==> src/rtl/uart_frame_loader_if.sv <==
// Receive-byte stream, memory write bus and frame status of the UART frame loader.
// The master modport is the loader side; the slave modport is the receiver/memory side.
interface uart_frame_loader_if #(
  parameter int AW = 16
);
  logic [7:0]    rx_byte;
  logic          rx_rdy;
  logic          mem_req;
  logic [AW-1:0] mem_addr;
  logic [7:0]    mem_wdata;
  logic          mem_ack;
  logic          busy;
  logic          frame_ok;
  logic          frame_err;
  logic [1:0]    err_code;

  modport master (
    input  rx_byte, rx_rdy, mem_ack,
    output mem_req, mem_addr, mem_wdata, busy, frame_ok, frame_err, err_code
  );

  modport slave (
    output rx_byte, rx_rdy, mem_ack,
    input  mem_req, mem_addr, mem_wdata, busy, frame_ok, frame_err, err_code
  );
endinterface

==> src/rtl/uart_frame_loader.sv <==
// Parses framed write commands (A5, ADDR_HI, ADDR_LO, LEN, data..., CHK) from the UART
// receive stream, issues one req/ack memory write per data byte and reports the outcome.
module uart_frame_loader #(
  parameter int AW      = 16,
  parameter int TIMEOUT = 1023
) (
  input  logic               clk,
  input  logic               res,
  uart_frame_loader_if.master bus
);

  typedef enum logic [2:0] {
    S_IDLE  = 3'd0,
    S_ADDRH = 3'd1,
    S_ADDRL = 3'd2,
    S_LEN   = 3'd3,
    S_DATA  = 3'd4,
    S_WRITE = 3'd5,
    S_CHK   = 3'd6
  } state_t;

  localparam logic [7:0] SYNC_BYTE = 8'hA5;
  localparam logic [9:0] TMO_LAST  = 10'(TIMEOUT - 1);

  localparam logic [1:0] ERR_NONE = 2'b00;
  localparam logic [1:0] ERR_CHK  = 2'b01;
  localparam logic [1:0] ERR_OVR  = 2'b10;
  localparam logic [1:0] ERR_TMO  = 2'b11;

  function automatic logic [7:0] csum_add(input logic [7:0] acc, input logic [7:0] b);
    return acc + b;
  endfunction

  state_t        state_q, state_d;
  logic [AW-1:0] addr_q,  addr_d;
  logic [7:0]    hi_q,    hi_d;
  logic [7:0]    cnt_q,   cnt_d;
  logic [7:0]    sum_q,   sum_d;
  logic [7:0]    wdata_q, wdata_d;
  logic          req_q,   req_d;
  logic          ok_q,    ok_d;
  logic          err_q,   err_d;
  logic [1:0]    code_q,  code_d;
  logic          ovr_q,   ovr_d;
  logic [9:0]    tmo_q,   tmo_d;
  logic          busy_q,  busy_d;
  logic          tmo_run_s;
  logic          tmo_hit_s;

  // Next-state, datapath and status computation.
  always_comb begin
    state_d = state_q;
    addr_d  = addr_q;
    hi_d    = hi_q;
    cnt_d   = cnt_q;
    sum_d   = sum_q;
    wdata_d = wdata_q;
    req_d   = req_q;
    ok_d    = 1'b0;
    err_d   = 1'b0;
    code_d  = code_q;
    ovr_d   = ovr_q;

    // The inter-byte timer is frozen while a write is outstanding.
    tmo_run_s = (state_q != S_IDLE) && (state_q != S_WRITE);
    tmo_hit_s = tmo_run_s && !bus.rx_rdy && (tmo_q == TMO_LAST);

    if (bus.rx_rdy) begin
      tmo_d = 10'd0;
    end else if (tmo_run_s) begin
      tmo_d = tmo_q + 10'd1;
    end else if (state_q == S_IDLE) begin
      tmo_d = 10'd0;
    end else begin
      tmo_d = tmo_q;
    end

    if (tmo_hit_s) begin
      state_d = S_IDLE;
      err_d   = 1'b1;
      code_d  = ERR_TMO;
    end else begin
      case (state_q)
        S_IDLE: begin
          if (bus.rx_rdy && (bus.rx_byte == SYNC_BYTE)) begin
            state_d = S_ADDRH;
            code_d  = ERR_NONE;
            sum_d   = 8'h00;
            ovr_d   = 1'b0;
          end else begin
            state_d = S_IDLE;
          end
        end
        S_ADDRH: begin
          if (bus.rx_rdy) begin
            hi_d    = bus.rx_byte;
            sum_d   = csum_add(sum_q, bus.rx_byte);
            state_d = S_ADDRL;
          end else begin
            state_d = S_ADDRH;
          end
        end
        S_ADDRL: begin
          if (bus.rx_rdy) begin
            addr_d  = AW'({hi_q, bus.rx_byte});
            sum_d   = csum_add(sum_q, bus.rx_byte);
            state_d = S_LEN;
          end else begin
            state_d = S_ADDRL;
          end
        end
        S_LEN: begin
          if (bus.rx_rdy) begin
            cnt_d   = bus.rx_byte;
            sum_d   = csum_add(sum_q, bus.rx_byte);
            state_d = (bus.rx_byte == 8'h00) ? S_CHK : S_DATA;
          end else begin
            state_d = S_LEN;
          end
        end
        S_DATA: begin
          if (bus.rx_rdy) begin
            wdata_d = bus.rx_byte;
            sum_d   = csum_add(sum_q, bus.rx_byte);
            req_d   = 1'b1;
            state_d = S_WRITE;
          end else begin
            state_d = S_DATA;
          end
        end
        S_WRITE: begin
          // A byte landing during the write is lost; the write itself still completes.
          if (bus.rx_rdy) begin
            ovr_d = 1'b1;
          end else begin
            ovr_d = ovr_q;
          end
          if (bus.mem_ack) begin
            req_d  = 1'b0;
            addr_d = addr_q + AW'(1'b1);
            cnt_d  = cnt_q - 8'd1;
            if (ovr_q || bus.rx_rdy) begin
              state_d = S_IDLE;
              err_d   = 1'b1;
              code_d  = ERR_OVR;
            end else if (cnt_q == 8'd1) begin
              state_d = S_CHK;
            end else begin
              state_d = S_DATA;
            end
          end else begin
            state_d = S_WRITE;
          end
        end
        S_CHK: begin
          if (bus.rx_rdy) begin
            state_d = S_IDLE;
            if (bus.rx_byte == sum_q) begin
              ok_d = 1'b1;
            end else begin
              err_d  = 1'b1;
              code_d = ERR_CHK;
            end
          end else begin
            state_d = S_CHK;
          end
        end
        default: begin
          state_d = S_IDLE;
          req_d   = 1'b0;
        end
      endcase
    end

    busy_d = (state_d != S_IDLE);
  end

  // State and output registers; reset drops any pending request immediately.
  always_ff @(posedge clk or posedge res) begin
    if (res) begin
      state_q <= S_IDLE;
      addr_q  <= '0;
      hi_q    <= 8'h00;
      cnt_q   <= 8'h00;
      sum_q   <= 8'h00;
      wdata_q <= 8'h00;
      req_q   <= 1'b0;
      ok_q    <= 1'b0;
      err_q   <= 1'b0;
      code_q  <= ERR_NONE;
      ovr_q   <= 1'b0;
      tmo_q   <= 10'd0;
      busy_q  <= 1'b0;
    end else begin
      state_q <= state_d;
      addr_q  <= addr_d;
      hi_q    <= hi_d;
      cnt_q   <= cnt_d;
      sum_q   <= sum_d;
      wdata_q <= wdata_d;
      req_q   <= req_d;
      ok_q    <= ok_d;
      err_q   <= err_d;
      code_q  <= code_d;
      ovr_q   <= ovr_d;
      tmo_q   <= tmo_d;
      busy_q  <= busy_d;
    end
  end

  assign bus.mem_req   = req_q;
  assign bus.mem_addr  = addr_q;
  assign bus.mem_wdata = wdata_q;
  assign bus.busy      = busy_q;
  assign bus.frame_ok  = ok_q;
  assign bus.frame_err = err_q;
  assign bus.err_code  = code_q;

endmodule

==> src/flat_wrapper.sv <==
// flat-port wrapper written by rule: the top's interface ports become plain ports
module uart_frame_loader_flat 
#(
  parameter int AW      = 16,
  parameter int TIMEOUT = 1023
)
  (clk, res, bus_rx_byte, bus_rx_rdy, bus_mem_ack, bus_mem_req, bus_mem_addr, bus_mem_wdata, bus_busy, bus_frame_ok, bus_frame_err, bus_err_code);
  uart_frame_loader_if #(.AW(AW)) bus_i ();
  input  logic clk;
  input  logic res;
  input wire logic [$bits(bus_i.rx_byte)-1:0] bus_rx_byte;
  input wire logic [$bits(bus_i.rx_rdy)-1:0] bus_rx_rdy;
  input wire logic [$bits(bus_i.mem_ack)-1:0] bus_mem_ack;
  output wire logic [$bits(bus_i.mem_req)-1:0] bus_mem_req;
  output wire logic [$bits(bus_i.mem_addr)-1:0] bus_mem_addr;
  output wire logic [$bits(bus_i.mem_wdata)-1:0] bus_mem_wdata;
  output wire logic [$bits(bus_i.busy)-1:0] bus_busy;
  output wire logic [$bits(bus_i.frame_ok)-1:0] bus_frame_ok;
  output wire logic [$bits(bus_i.frame_err)-1:0] bus_frame_err;
  output wire logic [$bits(bus_i.err_code)-1:0] bus_err_code;
  assign bus_i.rx_byte = bus_rx_byte;
  assign bus_i.rx_rdy = bus_rx_rdy;
  assign bus_i.mem_ack = bus_mem_ack;
  assign bus_mem_req = bus_i.mem_req;
  assign bus_mem_addr = bus_i.mem_addr;
  assign bus_mem_wdata = bus_i.mem_wdata;
  assign bus_busy = bus_i.busy;
  assign bus_frame_ok = bus_i.frame_ok;
  assign bus_frame_err = bus_i.frame_err;
  assign bus_err_code = bus_i.err_code;
  uart_frame_loader #(.AW(AW), .TIMEOUT(TIMEOUT)) u_core (.clk(clk), .res(res), .bus(bus_i));
endmodule
==> config.mk <==
export PLATFORM = sky130hd
export DESIGN_NAME = uart_frame_loader_flat
export DESIGN_NICKNAME = d
export VERILOG_FILES = /design/src/rtl/uart_frame_loader_if.sv /design/src/rtl/uart_frame_loader.sv /design/src/flat_wrapper.sv
export SDC_FILE = /design/constraint.sdc
export NUM_CORES = 1
export LEC_CHECK = 0
export ABC_AREA = 1
export BUFFER_PORTS_ARGS = -buffer_cell sky130_fd_sc_hd__buf_2
export CAP_MARGIN = 20
export CORE_MARGIN = 1
export CORE_UTILIZATION = 60
export DETAILED_ROUTE_END_ITERATION = 8
export PLACE_DENSITY = 0.85
export SLEW_MARGIN = 5
export SYNTH_ARGS = -nofsm -noshare
export SYNTH_HDL_FRONTEND = slang
export SYNTH_SLANG_ARGS = --single-unit
==> constraint.sdc <==
create_clock -name clk -period 2.65 [get_ports clk]
set_clock_uncertainty 0.05 [all_clocks]
set_input_delay 0.6625 -clock clk [delete_from_list [all_inputs] [get_ports clk]]
set_output_delay 0.6625 -clock clk [all_outputs]
set_load 0.02 [all_outputs]
==> out/results.tsv <==
stage	metric	value	unit
run_status	status	finished, final reports clean	
hold_path	hp-class	in -> async	
worst_setup_path	cp.required	2.87	ns
worst_setup_path	worstSetupPathType	reg -> reg	
drt	vias_per_cell	5.58	
clock_network	cts_buffers	9	
floorplan	die_w	85.4	microns
finish	area_delta_synth_final	11.2	%
clock_network	cts_tree	yes	
finish	nNetsFinal	635	
timing	worstMarginPinSlew	0.467	ns
finish	fillers	570	
timing	hold_viol	0	
worst_setup_path	worstPathArrival	2.22	ns
floorplan	rows	30	
job	cap_violations	0	
clock_network	htree_levels	3	
synthesis	yosysWarnings	0	
global_route	grt_max_degree	69	
drt	drt-total-wl	9720	microns
clock_network	cts_sinks	68	
timing	max_slew_margin	68.8	%
timing	setup_violations	0	
drt	drt_iter0_markers	276	
drt	drc	0	
synthesis	synth_area_per_cell	7.37	sq um
synthesis	ys_seq_elements	68	
synthesis	synthCells	566	
timing	finalSetupTns	0	ns
global_route	grt_overflow_total	0	
synthesis	netlist_area	4170	sq um
clock_network	postCtsHoldBufs	0	
worst_setup_path	critPathCaptureType	register	
floorplan	die_area	7290	sq um
drt	drt-pass1-iter-count	6	
pwr	p_leak	0.00240	uW
timing	min_period	2.00	ns
finish	antennaDiodeCount	0	
global_route	antenna_found_initial	0	
drt	postRouteAntennaNets	0	
placement	placement.io_buffers	41	
global_route	grt_use_total	29.4	%
clock_network	cts_resized	0	
timing	drv_slew	0	
placement	post-dp-hpwl	7100	microns
clock_network	clockBufferDepth	2	
pwr	powerDensity	1060	nW/um^2
timing	fmax	0.499	GHz
synthesis	ys_types	36	
global_route	grt_pass1_wl	16800	microns
clock_network	cts.clk_slew.worst_paths	0.08	ns
finish	mostFrequentLayoutCell	nand2_1	
synthesis	syn_nets	591	
global_route	first_global_vias	3704	
clock_network	cts_setup_buffers	0	
placement	dp_worst_setup_slack	0.502	ns
floorplan	io_pins	42	
drt	num_vias	3881	
clock_network	clock-root-buffer	clkbuf_8	
timing	post-route-period-util	75.6	%
placement	place_congestion	0.894	
floorplan	die_h	85.4	microns
timing	rsz0062_at_grt	no	
worst_setup_path	critPathMaxFanout	23	
floorplan	core_area	6760	sq um
finish	drive_above_1_share	15.4	%
finish	final_cell_mix	nand2_1, dfrtp_1, inv_1	
clock_network	insertion_delay	0.36	ns
floorplan	start_util	61.7	%
worst_setup_path	start_kind	register	
timing	fin_ws	0.646	ns
drt	wire_per_inst	14.0	microns
synthesis	synth-seq-area-share	40.8	%
pwr	ir_drop	0.453	mV
==> where the power goes <==
| group | internal [uW] | leakage [uW] | switching (uW) |
|---|---|---|---|
| Clock | 439 | 0.0000923 | 440 |
| Combinational | 775 | 0.00144 | 1420 |
| Sequential | 1440 | 0.000869 | 378 |
| Total | 2650 | 0.00240 | 2240 |
==> flip-flops by register name, indices dropped and copies added, names as in the netlist <==
signal	flops
u_core.bus.busy	1
u_core.sum_q	8
u_core.bus.mem_addr	16
u_core.state_q	3
u_core.tmo_q	10
u_core.bus.frame_ok	1
u_core.hi_q	8
u_core.bus.frame_err	1
u_core.cnt_q	8
u_core.ovr_q	1
u_core.bus.mem_wdata	8
u_core.bus.mem_req	1
u_core.bus.err_code	2
==> through the flow <==
step	cell area [sq um]	utilization [%]	cells	hold WS, ns	total power (uW)
2_1_floorplan	4170	-	566	0.396	3430
3_3_place_gp	4440	65.7	679	0.416	3890
3_5_place_dp	4440	65.7	679	0.418	4010
4_1_cts	4640	68.6	695	0.326	4900
5_1_grt	4640	68.6	695	0.356	5290
6_report	4640	68.6	695	0.307	4890
==> critical path, cell delays in order, from the launching register on <==
cell and delay [ns]:
dfrtp_1 0.43, inv_1 0.16, nand3_4 0.27, nand2_4 0.20, nor2_8 0.07, nand2_8 0.12
nand3_4 0.20, inv_4 0.23, nand2_1 0.07, o21ai_0 0.09
==> final cells by class <==
class | instances | area (sq um) | share of cell area (%)
clock buffers | 9 | 124 | 2.67
clock inverters | 7 | 75.1 | 1.62
inverters | 67 | 254 | 5.48
multi-input cells | 420 | 2140 | 46.2
flip-flops and latches | 68 | 1700 | 36.7
well taps | 80 | 100 | 2.16
repair buffers | 44 | 240 | 5.18
==> path summary, 6_finish.rpt <==
check	from	endpoint	slack, ns	depth (start not counted)
max reg2reg	u_core.state_q[1]	u_core.bus.mem_addr[8]	0.65	9
min	res	u_core.cnt_q[3]	0.31	3
max	u_core.state_q[1]	u_core.bus.mem_addr[8]	0.65	9
min in group clk	u_core.bus.mem_wdata[4]	u_core.bus.mem_wdata[4]	0.43	2
max in group asynchronous	res	u_core.bus.mem_addr[4]	1.94	3
min reg2reg	u_core.bus.mem_wdata[4]	u_core.bus.mem_wdata[4]	0.43	2
==> layer usage <==
metal	vias up	part of all wire (%)	global-route usage (%)
met1	1809	45	38.9
li1	1904	-	-
met2	138	47	47.4
met5	-	0	0
met3	30	5.2	4.86
met4	0	3.0	13.9
==> synthesized netlist by cell type (all sizes together) <==
master	count	area share, %
nand2	191	18
dfrtp	68	41
inv	67	6.1
o21ai	59	7.8
nand3	58	8.0
nor2	49	5.4
ha	12	3.6
nand4	12	1.8
buf	9	1.6
a21oi	8	0.96
or2	6	0.90
xnor2	5	1.0
xor2	5	1.0
nor3	3	0.36
clkbuf	2	0.18
nor3b	2	0.36
o21bai	2	0.36
o22ai	2	0.30
a21boi	1	0.18
fa	1	0.48
nand2b	1	0.15
nand3b	1	0.18
o211ai	1	0.18
o31ai	1	0.18
==> kinds of logic after synthesis <==
family / count (synthesis) / synth area share, %
xor gates and xnor gates: 10 / 2.10
adders and majority gates: 13 / 4.08
and+or+nand+nor: 323 / 35.2
buffers and inverters: 78 / 7.86
DFF: 68 / 40.8
AOI/OAI and AO/OA: 74 / 9.96
Note: power is estimated with default switching activity, not from simulation.
